--- config.mk ---
export PLATFORM = sky130hd
export DESIGN_NAME = riscv_exu_issue
export DESIGN_NICKNAME = d
export VERILOG_FILES = /design/src/rtl/riscv_exu_issue.sv
export SDC_FILE = /design/constraint.sdc
export NUM_CORES = 2
export LEC_CHECK = 0
export CAP_MARGIN = 10
export CORE_ASPECT_RATIO = 0.75
export CORE_MARGIN = 2
export CORE_UTILIZATION = 35
export CTS_BUF_LIST = sky130_fd_sc_hd__clkbuf_4
export DETAILED_ROUTE_END_ITERATION = 10
export GPL_TIMING_DRIVEN = 0
export PLACE_DENSITY = 0.5
export SLEW_MARGIN = 5
export SYNTH_ARGS = -nofsm -noshare
export SYNTH_HDL_FRONTEND = slang
export SYNTH_SLANG_ARGS = --single-unit
--- constraint.sdc ---
create_clock -name clock -period 11.2 [get_ports clock]
set_clock_uncertainty 0.2 [all_clocks]
set_input_delay 3.36 -clock clock [delete_from_list [all_inputs] [get_ports clock]]
set_output_delay 3.36 -clock clock [all_outputs]
set_load 0.01 [all_outputs]
--- src/rtl/riscv_exu_issue.sv ---
// Issue/write-back stage for a single-cycle ALU: instruction FIFO, 32x32 regfile with
// write-back bypass, one instruction in flight, watchdog on missing completions.
module riscv_exu_issue #(
  parameter int DEPTH   = 4,
  parameter int TIMEOUT = 16
) (
  input  logic        clock,
  input  logic        reset,
  input  logic        in_vld,
  output logic        in_rdy,
  input  logic [4:0]  in_rs1,
  input  logic [4:0]  in_rs2,
  input  logic [4:0]  in_rd,
  input  logic [7:0]  in_tag,
  output logic        issue_vld,
  output logic [4:0]  issue_rd,
  output logic [7:0]  issue_tag,
  output logic [31:0] issue_rs1_data,
  output logic [31:0] issue_rs2_data,
  input  logic        done,
  input  logic        wb_en,
  input  logic [4:0]  wb_rd,
  input  logic [31:0] wb_data,
  output logic        busy,
  output logic [31:0] retired_count,
  output logic        err,
  input  logic [4:0]  dbg_addr,
  output logic [31:0] dbg_data
);
  localparam int AW = $clog2(DEPTH);
  localparam int CW = AW + 1;
  localparam int WW = $clog2(TIMEOUT + 1);

  typedef enum logic {S_IDLE, S_WAIT} state_t;

  typedef struct packed {
    logic [4:0] rs1;
    logic [4:0] rs2;
    logic [4:0] rd;
    logic [7:0] tag;
  } entry_t;

  state_t          r_state, w_state_nxt;
  entry_t          r_q [DEPTH];
  logic [AW-1:0]   r_wr_ptr, r_rd_ptr;
  logic [CW-1:0]   r_count;
  logic [WW-1:0]   r_wdog, w_wdog_nxt;
  logic [31:0]     r_regs [32];
  logic            r_issue_vld;
  logic [4:0]      r_issue_rd;
  logic [7:0]      r_issue_tag;
  logic [31:0]     r_issue_rs1, r_issue_rs2;
  logic [31:0]     r_retired;
  logic            r_err;

  logic            w_empty, w_full, w_push, w_pop;
  logic            w_retire, w_err_set;
  entry_t          w_head;
  logic [31:0]     w_rs1_data, w_rs2_data;

  assign w_empty = (r_count == '0);
  assign w_full  = (r_count == CW'(DEPTH));
  assign w_push  = in_vld && !w_full;
  assign w_head  = r_q[r_rd_ptr];

  // Operands see this cycle's write-back so a dependent op issued in the done cycle is correct.
  assign w_rs1_data = (w_head.rs1 == 5'd0) ? 32'd0 :
                      (wb_en && wb_rd == w_head.rs1) ? wb_data : r_regs[w_head.rs1];
  assign w_rs2_data = (w_head.rs2 == 5'd0) ? 32'd0 :
                      (wb_en && wb_rd == w_head.rs2) ? wb_data : r_regs[w_head.rs2];

  always_ff @(posedge clock) begin
    if (reset) r_state <= S_IDLE;
    else       r_state <= w_state_nxt;
  end

  always_comb begin
    w_state_nxt = r_state;
    w_pop       = 1'b0;
    w_retire    = 1'b0;
    w_err_set   = 1'b0;
    w_wdog_nxt  = r_wdog;
    case (r_state)
      S_IDLE: begin
        w_wdog_nxt = '0;
        if (done) w_err_set = 1'b1;
        if (!w_empty) begin
          w_pop       = 1'b1;
          w_state_nxt = S_WAIT;
        end
      end
      S_WAIT: begin
        if (done) begin
          w_retire   = 1'b1;
          w_wdog_nxt = '0;
          if (!w_empty) w_pop = 1'b1;
          else          w_state_nxt = S_IDLE;
        end else if (r_wdog == WW'(TIMEOUT - 1)) begin
          // ALU never answered: drop the instruction uncounted.
          w_err_set   = 1'b1;
          w_wdog_nxt  = '0;
          w_state_nxt = S_IDLE;
        end else begin
          w_wdog_nxt = r_wdog + WW'(1);
        end
      end
      default: w_state_nxt = S_IDLE;
    endcase
  end

  always_ff @(posedge clock) begin
    if (w_push) r_q[r_wr_ptr] <= '{rs1: in_rs1, rs2: in_rs2, rd: in_rd, tag: in_tag};
  end

  always_ff @(posedge clock) begin
    if (reset) begin
      r_wr_ptr    <= '0;
      r_rd_ptr    <= '0;
      r_count     <= '0;
      r_wdog      <= '0;
      r_issue_vld <= 1'b0;
      r_issue_rd  <= '0;
      r_issue_tag <= '0;
      r_issue_rs1 <= '0;
      r_issue_rs2 <= '0;
      r_retired   <= '0;
      r_err       <= 1'b0;
    end else begin
      r_wdog      <= w_wdog_nxt;
      r_issue_vld <= w_pop;
      if (w_push) r_wr_ptr <= r_wr_ptr + AW'(1);
      if (w_pop)  r_rd_ptr <= r_rd_ptr + AW'(1);
      case ({w_push, w_pop})
        2'b10:   r_count <= r_count + CW'(1);
        2'b01:   r_count <= r_count - CW'(1);
        default: r_count <= r_count;
      endcase
      if (w_pop) begin
        r_issue_rd  <= w_head.rd;
        r_issue_tag <= w_head.tag;
        r_issue_rs1 <= w_rs1_data;
        r_issue_rs2 <= w_rs2_data;
      end
      if (w_retire)  r_retired <= r_retired + 32'd1;
      if (w_err_set) r_err     <= 1'b1;
    end
  end

  always_ff @(posedge clock) begin
    if (reset) begin
      for (int i = 0; i < 32; i++) r_regs[i] <= '0;
    end else if (wb_en && wb_rd != 5'd0) begin
      r_regs[wb_rd] <= wb_data;
    end
  end

  assign in_rdy         = !w_full;
  assign busy           = !w_empty || (r_state == S_WAIT);
  assign issue_vld      = r_issue_vld;
  assign issue_rd       = r_issue_rd;
  assign issue_tag      = r_issue_tag;
  assign issue_rs1_data = r_issue_rs1;
  assign issue_rs2_data = r_issue_rs2;
  assign retired_count  = r_retired;
  assign err            = r_err;
  assign dbg_data       = (dbg_addr == 5'd0) ? 32'd0 : r_regs[dbg_addr];
endmodule

Word level (Yosys, flattened, before mapping)
Memories as Yosys holds them, arrays and structs flattened. A register that Yosys moved wholly into a read port is not among the register bits.
Cells that the tools add are included.

word-level totals
  RAM bits = 1116
  output and inout port bits = 145
  input port bits = 70
  register bits = 124
  memories = 2
  word-level logic and storage cells = 73

operators by class
  add/sub/neg operators = 6
  equality and inequality tests = 6
  reduce and logical (&&, ||, !) cells = 14
  multiplexer cells = 32
  bitwise operators = 1

memories
  memory  depth  bits a word  rd ports  clocked after memory_dff  write ports  line  RTL
  r_regs  32     32           3         0                         32           48    logic [31:0] r_regs [32];
  r_q     4      23           1         1                         1            44    entry_t r_q [DEPTH];

operator list
  operator                                                            count
  32-bit 2-to-1 mux                                                   6
  32-bit by 1-bit adder with 32-bit output, second input constant     1
  32-bit OR reduction                                                 1
  1-bit 2-to-1 mux                                                    16
  5-bit logical NOT                                                   3
  5-bit 2-to-1 mux                                                    3
  5-bit == test                                                       2
  5-bit case mux with 2 select lines                                  1
  1-bit case mux with 2 select lines                                  3
  3-bit case mux with 2 select lines                                  1
  5-bit by 1-bit adder with 5-bit output, second input constant       1
  5-bit by 4-bit == test with 1-bit output, second input constant     1
  5-bit nonzero test                                                  1
  2-bit by 1-bit adder with 2-bit output, second input constant       2
  1-bit logical AND                                                   4
  2-bit 2-to-1 mux                                                    2
  3-bit by 1-bit adder with 3-bit output, second input constant       1
  3-bit == test, second input constant                                1
  3-bit logical NOT                                                   1
  3-bit by 1-bit subtractor with 3-bit output, second input constant  1
  2-bit by 1-bit == test with 1-bit output, second input constant     1
  2-bit == test, second input constant                                1
  1-bit logical NOT                                                   2
  2-bit nonzero test                                                  1
  2 further kinds                                                     2

Depth between registers and ports, before layout
  depth after elaboration = 7
  mapped depth = 11

Least setup slack after synthesis
No wires, ideal clock.

  path type = input to output
  start point = in dbg_addr[0]
  end point = out dbg_data[10]
  path slack = 2.089 ns
  required time = 7.640 ns
  arrival = 5.551 ns
  stages = 7
  path through = clkbuf_1 -> buf_2 -> buf_1 -> mux4_2 -> mux4_2 -> mux2i_1 -> nor2_1

on the way
  cells in the longest elaborated chain, start to end = 2
  elaborated cells between the ends (all ways) = 3
  those cells by class = 1 x mux; 1 x reduce/logical; 1 x memory

RTL lines
  element                                                              line  RTL
  start: declaration                                                   27    input logic [4:0] dbg_addr,
  memory read 32 x 32 bit / 5-bit logical NOT (equally long branches)  n/a
  32-bit 2-to-1 mux *                                                  166   assign dbg_data = (dbg_addr == 5'd0) ? 32'd0 : r_regs[dbg_addr];
  end: declaration                                                     28    output logic [31:0] dbg_data

Mark *: on every way between the ends. The rest lies on a longest branch, timed or not.

Worst setup path after layout
  start point = in dbg_addr[0]
  end point = out dbg_data[3]

Same word-level chain as after synthesis.

==> impl_metrics.yaml <==
outcome:
  status: "complete, but fails checks"
  violations: "max-capacitance violations, max-slew violations, negative setup slack"
hold_path:
  worstHoldPathType: "reg2reg"
run:
  max_cap_violations: 5
routing:
  vias_per_cell: 6.39
  drtIter0Drc: 10400
  ant_nets: 0
  wl_per_cell_um: 41.0
  firstDrtPassIters: 6
  wl_mm: 385
  drc_errors: 0
  vias: 60200
placement:
  gp_congestion: 1.08
  pre_cts_slack_ps: -435
  port_buffers: 208
  placed_cell_area_mm2: 0.0812
  hpwlAfterDp_mm: 293
critical_path:
  crit_arrival_ps: 7700
  worst-path-buf-inv: 4
  path_max_fanout: 10
  crit_type: "in2out"
  cp_slowest_stage_delay_ps: 800
  worstPathCellList: "clkbuf_1 -> clkbuf_1 -> buf_2 -> mux4_2 -> mux4_2 -> mux2i_1 -> nor2_1 -> clkdlybuf4s50_1"
  slowest_stage: "buf_2"
  cp_top_family: "buffers and inverters"
  startpoint_type: "input port"
  cp-end-kind: "output pin"
  worstPathRequired_ps: 7640
global_route:
  grt_pass1_vias: 56700
  grt-ovfl-total: 0
  grt_pass1_wl_mm: 503
  antenna_found_initial: 32
  grt_usage_pct: 35.1
  grt_max_degree: 24
die:
  num_rows: 145
  die_x_um: 532
  die_h_um: 400
  coreArea_mm2: 0.208
  fp.dieArea_mm2: 0.213
  start_util_pct: 35.2
  num_io_pins: 215
clock_network:
  root_buffer: "clkbuf_4"
  insertion_delay_ps: 1290
  path_clk_slew_ps: 60
  clock_path_buffers: 4
  clock-sinks: 1242
  cts_made_buffers: 354
  cts_tree: "built"
  cts_htree_levels: 5
logic_synthesis:
  synthesis.area_mm2: 0.0733
  synth_top_cell_area_share_pct: 45.7
  synth.avg_cell_area_um2: 13.0
  synth_async_sr_flop_share_pct: 0
  synth_cell_types: 71
  yosysSeqAreaShare_pct: 49.2
  yosys.area.top_type: "edfxtp_1"
  synth_edf_count: 1116
  ys_dominant_reg_cell: "edfxtp_1"
  synth.area.top_cells: "edfxtp_1, mux4_2, mux2i_1"
  ys_ff_latch: 1242
  synthCells: 5645
  synth-warning-count: 0
power_and_ir_drop:
  power_leakage_nw: 31.5
  power_density_mw_per_mm2: 237
  peakVddDrop_uv: 133
cells_and_area:
  final_cell_mix: "edfxtp_1, and2_1, mux2i_1"
  drive_gt1_share_pct: 21.9
  fin_area_mm2: 0.0860
  final_common_cell: "edfxtp_1"
  finalNetCount: 6409
  syn2layout_area_growth_pct: 17.3
sta:
  tns_ps: -117
  timing.final.crit_share_pct: 100
  timing.final.ws_setup_ps: -55.1
  max_clock_freq_ghz: 0.0888
  relSlewSlack_pct: -5.23
  slew_viol_final: 43
  rsz0062_at_grt: "no"
  fin_hold_ws_ps: 257
  finalHoldViolCount: 0
  tightestPinTransition_ps: 1580
  min_period_ps: 11260
  finalSetupViolCount: 4
## kinds of logic after synthesis
| logic type | Yosys count | synth area share [%] |
|---|---|---|
| adders and majority gates | 9 | 0.164 |
| buffers and inverters | 581 | 3.55 |
| DFF | 1242 | 49.2 |
| other | 1 | 0.00512 |
| muxes | 1352 | 26.6 |
| xor gates and xnor gates | 46 | 0.550 |
| AOI/OAI and AO/OA | 557 | 5.76 |
| and+or+nand+nor | 1857 | 14.2 |
## layer usage
layer	global-route usage [%]	routed length (um)	up-vias
met5	0.156	88	-
met4	20.7	26100	10
met3	14.3	56700	1005
met2	45.2	147000	5203
met1	48.6	156000	30800
li1	-	-	23200
## flip-flops by register name, indices dropped and copies added, names as in the netlist, named ones only
register	cells
issue_vld	1
retired_count	32
r_wdog	5
issue_rd	5
r_q	92
issue_rs1_data	32
issue_tag	8
issue_rs2_data	32
r_wr_ptr	2
r_regs	1024
err	1
r_count	3
r_rd_ptr	2
r_state	1
## through the flow
stage	utilization, %	power (mW)	std cells
after floorplan	-	10.5	5676
after global placement	37.9	15.1	8677
after detailed placement	39.0	15.2	8756
after CTS	41.2	19.7	9371
after global routing	41.3	20.5	9388
final	41.3	20.4	9408
## report_power, final
group          switching, mW  internal (mW)
Sequential             0.411           5.43
Clock                   2.23           2.37
Combinational           6.84           3.11
## area by class of cell
cell class	instances	area, um2
Sequential cell	1242	36000
Timing Repair Buffer	298	3980
Clock buffer	529	3970
Clock inverter	86	614
Inverter	8	30.0
Antenna cell	26	65.1
Fill cell	19900	122000
Buffer	573	2660
Multi-Input combinational cell	3853	35200
Tap cell	2793	3490
## synthesized netlist by cell type, types with 29 or more instances
cell type  count
a211oi_1      85
a21oi_1       59
a22o_1        31
a22oi_1       50
a32oi_1      111
and2_1      1054
and3_1        41
buf_1         42
buf_2        121
clkbuf_1     361
dfxtp_1      126
edfxtp_1    1116
mux2_2        29
mux2i_1      848
mux4_2       475
nand2_1      400
nand3_1       58
nand4_1       67
nand4b_1      29
nor2_1       125
o21ai_0       68
o31ai_1       31
xor2_1        29
## tightest hold or removal path: cells and delay by family, from the launching register on
| family | cells | cell delay [ps] |
|---|---|---|
| compound gates | 1 | 50 |
| flops | 1 | 310 |
| simple gates | 1 | 50 |
## timing repair
item | CTS | global route
hold endpoints to repair | 0 | 0
pin swaps | 0 | 0
hold buffers | 0 | 0
gates resized for setup | 11 | 9
setup endpoints to repair | 24 | 7
setup buffers | 0 | 0
## worst paths after layout
path / startpoint / cells past startpoint / endpoint / slack [ps]
setup reg to reg: flip-flop / 9 / issue_rs2_data[17] / 6040
setup / recovery: dbg_addr[0] / 8 / dbg_data[3] / -60
hold reg to reg: issue_rd[0] / 2 / issue_rd[0] / 260
hold / removal: issue_rd[0] / 2 / issue_rd[0] / 260
Note: power is estimated with default switching activity, not from simulation.
